[config.mk]
export PLATFORM = sky130hd
export DESIGN_NAME = video_ctrl_top
export DESIGN_NICKNAME = d
export VERILOG_FILES = /design/src/rtl/video_ctrl_top.sv
export SDC_FILE = /design/constraint.sdc
export NUM_CORES = 1
export LEC_CHECK = 0
export CORE_AREA = 2 2 91 93
export CTS_CLUSTER_DIAMETER = 30
export DETAILED_ROUTE_END_ITERATION = 10
export DIE_AREA = 0 0 93 95
export GPL_ROUTABILITY_DRIVEN = 0
export PLACE_DENSITY = 0.8
export SYNTH_ARGS = -nofsm -noshare
export SYNTH_HDL_FRONTEND = slang
export SYNTH_SLANG_ARGS = --single-unit
[constraint.sdc]
create_clock -name FPGA_CLK1_50 -period 2.2 [get_ports FPGA_CLK1_50]
set_input_delay 0.33 -clock FPGA_CLK1_50 [delete_from_list [all_inputs] [get_ports FPGA_CLK1_50]]
set_output_delay 0.33 -clock FPGA_CLK1_50 [all_outputs]
set_load 0.02 [all_outputs]
[src/rtl/video_ctrl_top.sv]
// rtl/video_ctrl_top.sv - VGA-style timing and grid test-pattern video controller top
//
// Purpose: generates HSYNC/VSYNC/BLANK timing and a 16-pixel grid test pattern
// from the 50 MHz board clock, drives status LEDs, and holds the
// hardware-support bridge idle.
//
// Ports:
//   FPGA_CLK1_50   in   1   sole clock (also the pixel clock)
//   KEY            in   2   push buttons, active-low; KEY[0] = reset, KEY[1] unused
//   SW             in   4   switches, mirrored on LED[5:2]
//   LED            out  8   {2'b00, SW registered, blink, rst}
//   o_hws_*        out      hardware-support bridge requests, held inactive
//   i_hws_*        in       hardware-support bridge responses, ignored
//   o_video_clk    out  1   pixel clock (FPGA_CLK1_50 forwarded)
//   o_video_hs     out  1   horizontal sync, active-low
//   o_video_vs     out  1   vertical sync, active-low
//   o_video_blank  out  1   1 in the active picture region
//   o_video_rgb    out  24  pixel colour, black outside the active region
module video_ctrl_top #(
  parameter int HDISP      = 800,
  parameter int VDISP      = 480,
  parameter int HFP        = 40,
  parameter int HPULSE     = 48,
  parameter int HBP        = 40,
  parameter int VFP        = 13,
  parameter int VPULSE     = 3,
  parameter int VBP        = 29,
  parameter int BLINK_HALF = 25_000_000
) (
  input  logic        FPGA_CLK1_50,
  input  logic [1:0]  KEY,
  input  logic [3:0]  SW,
  output logic [7:0]  LED,
  output logic        o_hws_req,
  output logic        o_hws_we,
  output logic [31:0] o_hws_addr,
  output logic [31:0] o_hws_wdata,
  input  logic [31:0] i_hws_rdata,
  input  logic        i_hws_ack,
  output logic        o_video_clk,
  output logic        o_video_hs,
  output logic        o_video_vs,
  output logic        o_video_blank,
  output logic [23:0] o_video_rgb
);

  localparam int HTOTAL = HDISP + HFP + HPULSE + HBP;
  localparam int VTOTAL = VDISP + VFP + VPULSE + VBP;
  localparam int XW     = $clog2(HTOTAL);
  localparam int YW     = $clog2(VTOTAL);
  localparam int BW     = $clog2(BLINK_HALF + 1);

  localparam logic [XW-1:0] X_LAST    = XW'(HTOTAL - 1);
  localparam logic [XW-1:0] X_ACT_END = XW'(HDISP);
  localparam logic [XW-1:0] X_HS_BEG  = XW'(HDISP + HFP);
  localparam logic [XW-1:0] X_HS_END  = XW'(HDISP + HFP + HPULSE);
  localparam logic [YW-1:0] Y_LAST    = YW'(VTOTAL - 1);
  localparam logic [YW-1:0] Y_ACT_END = YW'(VDISP);
  localparam logic [YW-1:0] Y_VS_BEG  = YW'(VDISP + VFP);
  localparam logic [YW-1:0] Y_VS_END  = YW'(VDISP + VFP + VPULSE);
  localparam logic [BW-1:0] B_LAST    = BW'(BLINK_HALF - 1);

  // Reset button synchronizer; its second stage is the block-wide reset.
  // These two flops are the reset source, so they carry no reset themselves.
  logic [1:0]    r_key_sync;
  logic          w_rst;

  logic [XW-1:0] r_x;
  logic [YW-1:0] r_y;
  logic          r_hs;
  logic          r_vs;
  logic          r_blank;
  logic [23:0]   r_rgb;
  logic [BW-1:0] r_blink_cnt;
  logic          r_led1;
  logic [3:0]    r_sw;

  logic          w_active;
  logic          w_hsync;
  logic          w_vsync;
  logic          w_grid;
  logic          w_unused;

  always_ff @(posedge FPGA_CLK1_50) begin
    r_key_sync <= {r_key_sync[0], ~KEY[0]};
  end

  assign w_rst = r_key_sync[1];

  // Raster counters: y advances only on the clock where x wraps.
  always_ff @(posedge FPGA_CLK1_50) begin
    if (w_rst) begin
      r_x <= '0;
      r_y <= '0;
    end else if (r_x == X_LAST) begin
      r_x <= '0;
      r_y <= (r_y == Y_LAST) ? '0 : r_y + 1'b1;
    end else begin
      r_x <= r_x + 1'b1;
    end
  end

  assign w_active = (r_x < X_ACT_END) && (r_y < Y_ACT_END);
  assign w_hsync  = (r_x >= X_HS_BEG) && (r_x < X_HS_END);
  assign w_vsync  = (r_y >= Y_VS_BEG) && (r_y < Y_VS_END);
  assign w_grid   = (r_x[3:0] == 4'd0) || (r_y[3:0] == 4'd0);

  // All video outputs share the same single register stage so they stay aligned.
  always_ff @(posedge FPGA_CLK1_50) begin
    if (w_rst) begin
      r_hs    <= 1'b1;
      r_vs    <= 1'b1;
      r_blank <= 1'b0;
      r_rgb   <= 24'h000000;
    end else begin
      r_hs    <= ~w_hsync;
      r_vs    <= ~w_vsync;
      r_blank <= w_active;
      r_rgb   <= (w_active && w_grid) ? 24'hFFFFFF : 24'h000000;
    end
  end

  always_ff @(posedge FPGA_CLK1_50) begin
    if (w_rst) begin
      r_blink_cnt <= '0;
      r_led1      <= 1'b0;
      r_sw        <= 4'd0;
    end else begin
      r_sw <= SW;
      if (r_blink_cnt == B_LAST) begin
        r_blink_cnt <= '0;
        r_led1      <= ~r_led1;
      end else begin
        r_blink_cnt <= r_blink_cnt + 1'b1;
      end
    end
  end

  assign LED           = {2'b00, r_sw, r_led1, w_rst};

  assign o_video_clk   = FPGA_CLK1_50;
  assign o_video_hs    = r_hs;
  assign o_video_vs    = r_vs;
  assign o_video_blank = r_blank;
  assign o_video_rgb   = r_rgb;

  assign o_hws_req     = 1'b0;
  assign o_hws_we      = 1'b0;
  assign o_hws_addr    = 32'd0;
  assign o_hws_wdata   = 32'd0;

  assign w_unused      = &{1'b0, KEY[1], i_hws_rdata, i_hws_ack};

endmodule

==> flow_summary.ini <==
[status]
status = finished, final reports clean

[routing]
wire_per_inst_um = 11.2
wl_met2_mm = 2.75
drt-total-wl_mm = 5.62
drtIter0Drc = 76
vias_per_cell = 4.64
vias = 2336
met3_length_um = 333
route.detailed.drc = 0
postRouteAntennaNets = 0
dr.pass1.iters = 4
top_layer_used = met4
wl_met1_mm = 2.44

[floorplanning]
die_x_um = 93
core_mm2 = 0.00793
die_y_um = 95
rows = 33
dieArea_mm2 = 0.00884
initial_core_util = 0.404
io_pins = 142

[clock_tree]
clock_latency_ns = 0.41
postCtsSetupRepairBufs = 0
clkTransAtPathRegs_ns = 0.09
cts_tree = done
cts_hold_buf = 0
post_cts_resized = 2

[finish]
drive_gt1_frac = 0.0779
fillers = 780
fin_nets = 443
area_growth_pct = 7.50
antennaDiodeCount = 0

[synthesis]
synthMuxAreaShare = 0
synth-compound-area-share = 0.0633
async_reset_ff_frac = 0
synth_top_family_by_area = buffers and inverters
synth_fa_ha_area_frac = 0.0234
synth_area_per_cell_um2 = 8.54
synth_edf_count = 0
yosys_warnings = 0
synth_cell_types = 40
syn_inst = 375
ys_ff_latch = 56
synthSimpleGateAreaFrac = 0.243
mappedNetlistArea_mm2 = 0.00320
synth-xor-area-share = 0.0711
seq_area_frac_synth = 0.350
synth_ff_type = dfxtp_1

[timing]
hold_viol_final = 0
skew_ns = 0.00433
finalCritPeriodShare = 0.905
maxSlewViolCount = 0
setup-tns-final_ns = 0
setup_viol = 0
fin_ws_ns = 0.210
rsz0062_at_grt = false
min_period_ns = 1.99
fmax_ghz = 0.502

[power_and_ir_drop]
switching_share = 0.265
combPwrFrac = 0.120
cellLeakagePower_nw = 1.32
power_switching_w = 0.000569
peakVddDrop_v = 0.000511
internal_power_w = 0.00158
clkPwrFrac = 0.393
p_seq_frac = 0.487
powerDensity_mw_per_mm2 = 623

[min_path]
min_path_cells = 0
worstHoldEndpoint = r_key_sync[1]
min-delay-start = r_key_sync[0]
hold_class = flop to flop

[critical_path]
setup.worst_path.end_class = flop
reg2reg_from = r_blink_cnt[11]
regToRegSetupSlack_ns = 0.21
critical_path.top_delay_family = simple AND/OR/NAND/NOR gates
start_kind = flop
critPathRequiredTime_ns = 2.54
criticalPathCategory = flop to flop
path_cells = nand4_1, or4_4, or4_1, a21oi_1
path_buf_inv = 0
cp.arrival_ns = 2.33
timing.rr.end = r_blink_cnt[21]
slowest_delay_ns = 0.61
crit_slowest_cell = or4_4
crit_fanout = 8
reg2regPathDepth = 4

[placement]
detailedPlace.worstSlack_ns = 0.150
dp_hpwl_mm = 4.08
io_buffer_count = 39

[global_routing]
grt_max_degree = 26
overflow = 0
grt_pass1_vias = 2073
antenna_found_initial = 0
grt_first_pass_wirelength_mm = 9.10
track_usage = 0.129

[run]
maxCapViolCount = 0
cells by family after synthesis:
| family | count (synthesis) |
|---|---|
| adder cells (fa/ha/maj) | 6 |
| flip-flops | 56 |
| XOR/XNOR | 26 |
| AND/OR/NAND/NOR | 139 |
| buffers and inverters | 113 |
| AO/OA/AOI/OAI | 34 |
| other | 1 |
cells in the final DEF, fill, tap and decap left out, types with 3 or more instances in the layout:
| master | synthesis | routed |
|---|---|---|
| xnor2_1 | 14 | 14 |
| and3_1 | 8 | 8 |
| nand2_1 | 19 | 19 |
| inv_1 | 9 | 9 |
| nor4_1 | 7 | 7 |
| nand3_1 | 16 | 16 |
| clkdlybuf4s50_1 | 0 | 38 |
| dfxtp_1 | 56 | 55 |
| xor2_1 | 12 | 12 |
| nor2b_1 | 5 | 5 |
| buf_4 | 94 | 10 |
| or4_1 | 8 | 7 |
| ha_1 | 6 | 6 |
| o31ai_1 | 6 | 6 |
| conb_1 | 1 | 68 |
| nand4_1 | 9 | 9 |
| nor2_1 | 36 | 36 |
| nor3_1 | 7 | 7 |
| or3_1 | 6 | 6 |
| nand4b_1 | 3 | 3 |
| o21ai_0 | 8 | 8 |
| a21oi_1 | 15 | 15 |
| clkbuf_8 | 0 | 8 |
Yosys cell counts, types with 2 or more instances:
cell type	number	area, um2
nor3_1	7	35.0
xnor2_1	14	123
and4_2	2	20.0
buf_4	94	706
nor4_1	7	43.8
nand4b_1	3	26.3
xor2_1	12	105
or3_1	6	37.5
o21bai_1	2	15.0
o21ai_0	8	40.0
or4_1	8	60.1
dfxtp_1	56	1120
inv_1	9	33.8
or4b_2	2	20.0
and3_1	8	50.1
ha_1	6	75.1
a21oi_1	15	75.1
nor2_1	36	135
nand2_1	19	71.3
and4_1	2	17.5
o31ai_1	6	45.0
buf_6	2	22.5
clkbuf_1	6	22.5
nand4_1	9	56.3
nor2b_1	5	31.3
nand3_1	16	80.1
nand2b_1	2	12.5
sequential cells by signal, indices dropped and copies added (netlist names):
name / count
r_x: 10
r_y: 10
o_video_hs: 1
r_key_sync: 2
o_video_blank: 1
o_video_rgb: 1
r_sw: 4
r_led1: 1
r_blink_cnt: 25
o_video_vs: 1
worst max-delay path by stage:
stage          cells past startpoint       startpoint         endpoint  slack, ns
6_report                           4  r_blink_cnt[11]  r_blink_cnt[21]       0.21
5_1_grt                            4  r_blink_cnt[11]  r_blink_cnt[21]       0.10
4_1_cts                            4  r_blink_cnt[11]  r_blink_cnt[23]       0.14
3_5_place_dp                       4   r_blink_cnt[7]  r_blink_cnt[21]       0.15
3_3_place_gp                       4   r_blink_cnt[7]  r_blink_cnt[21]       0.23
2_1_floorplan                      6           r_x[0]           r_y[6]       0.24
power groups by stage:
stage | clock (W) | sequential (W) | combinational, W
6_report | 0.000843 | 0.00105 | 0.000257
5_1_grt | 0.000918 | 0.00105 | 0.000280
4_1_cts | 0.000878 | 0.00105 | 0.000257
3_5_place_dp | 0.0000610 | 0.00107 | 0.000257
3_3_place_gp | 0.0000610 | 0.00107 | 0.000255
2_1_floorplan | 0.0000531 | 0.00108 | 0.000294
per-stage QoR:
step | area (um2) | cells | total power (W) | hold WS [ns] | utilization
finish | 3440 | 503 | 0.00215 | 0.338 | 0.434
global route | 3440 | 503 | 0.00225 | 0.348 | 0.434
CTS | 3440 | 503 | 0.00218 | 0.343 | 0.434
detailed placement | 3290 | 492 | 0.00139 | 0.319 | 0.415
global placement | 3290 | 492 | 0.00138 | 0.314 | 0.415
floorplan | 3450 | 442 | 0.00142 | 0.310 | -
routing by layer:
| layer | track usage | vias up |
|---|---|---|
| met3 | 0.0447 | 9 |
| met2 | 0.208 | 74 |
| met1 | 0.154 | 1096 |
| met5 | 0 | - |
| met4 | 0.0613 | 0 |
| li1 | - | 1157 |
layout make-up:
class	instances	area, um2	area share
tap	105	131	0.0382
multi-input combinational	273	1540	0.448
clock inverter	2	35.0	0.0102
timing repair buffer	48	455	0.132
inverter	9	33.8	0.00981
clock buffer	10	123	0.0356
sequential	56	1120	0.326
Note: power is estimated with default switching activity, not from simulation.
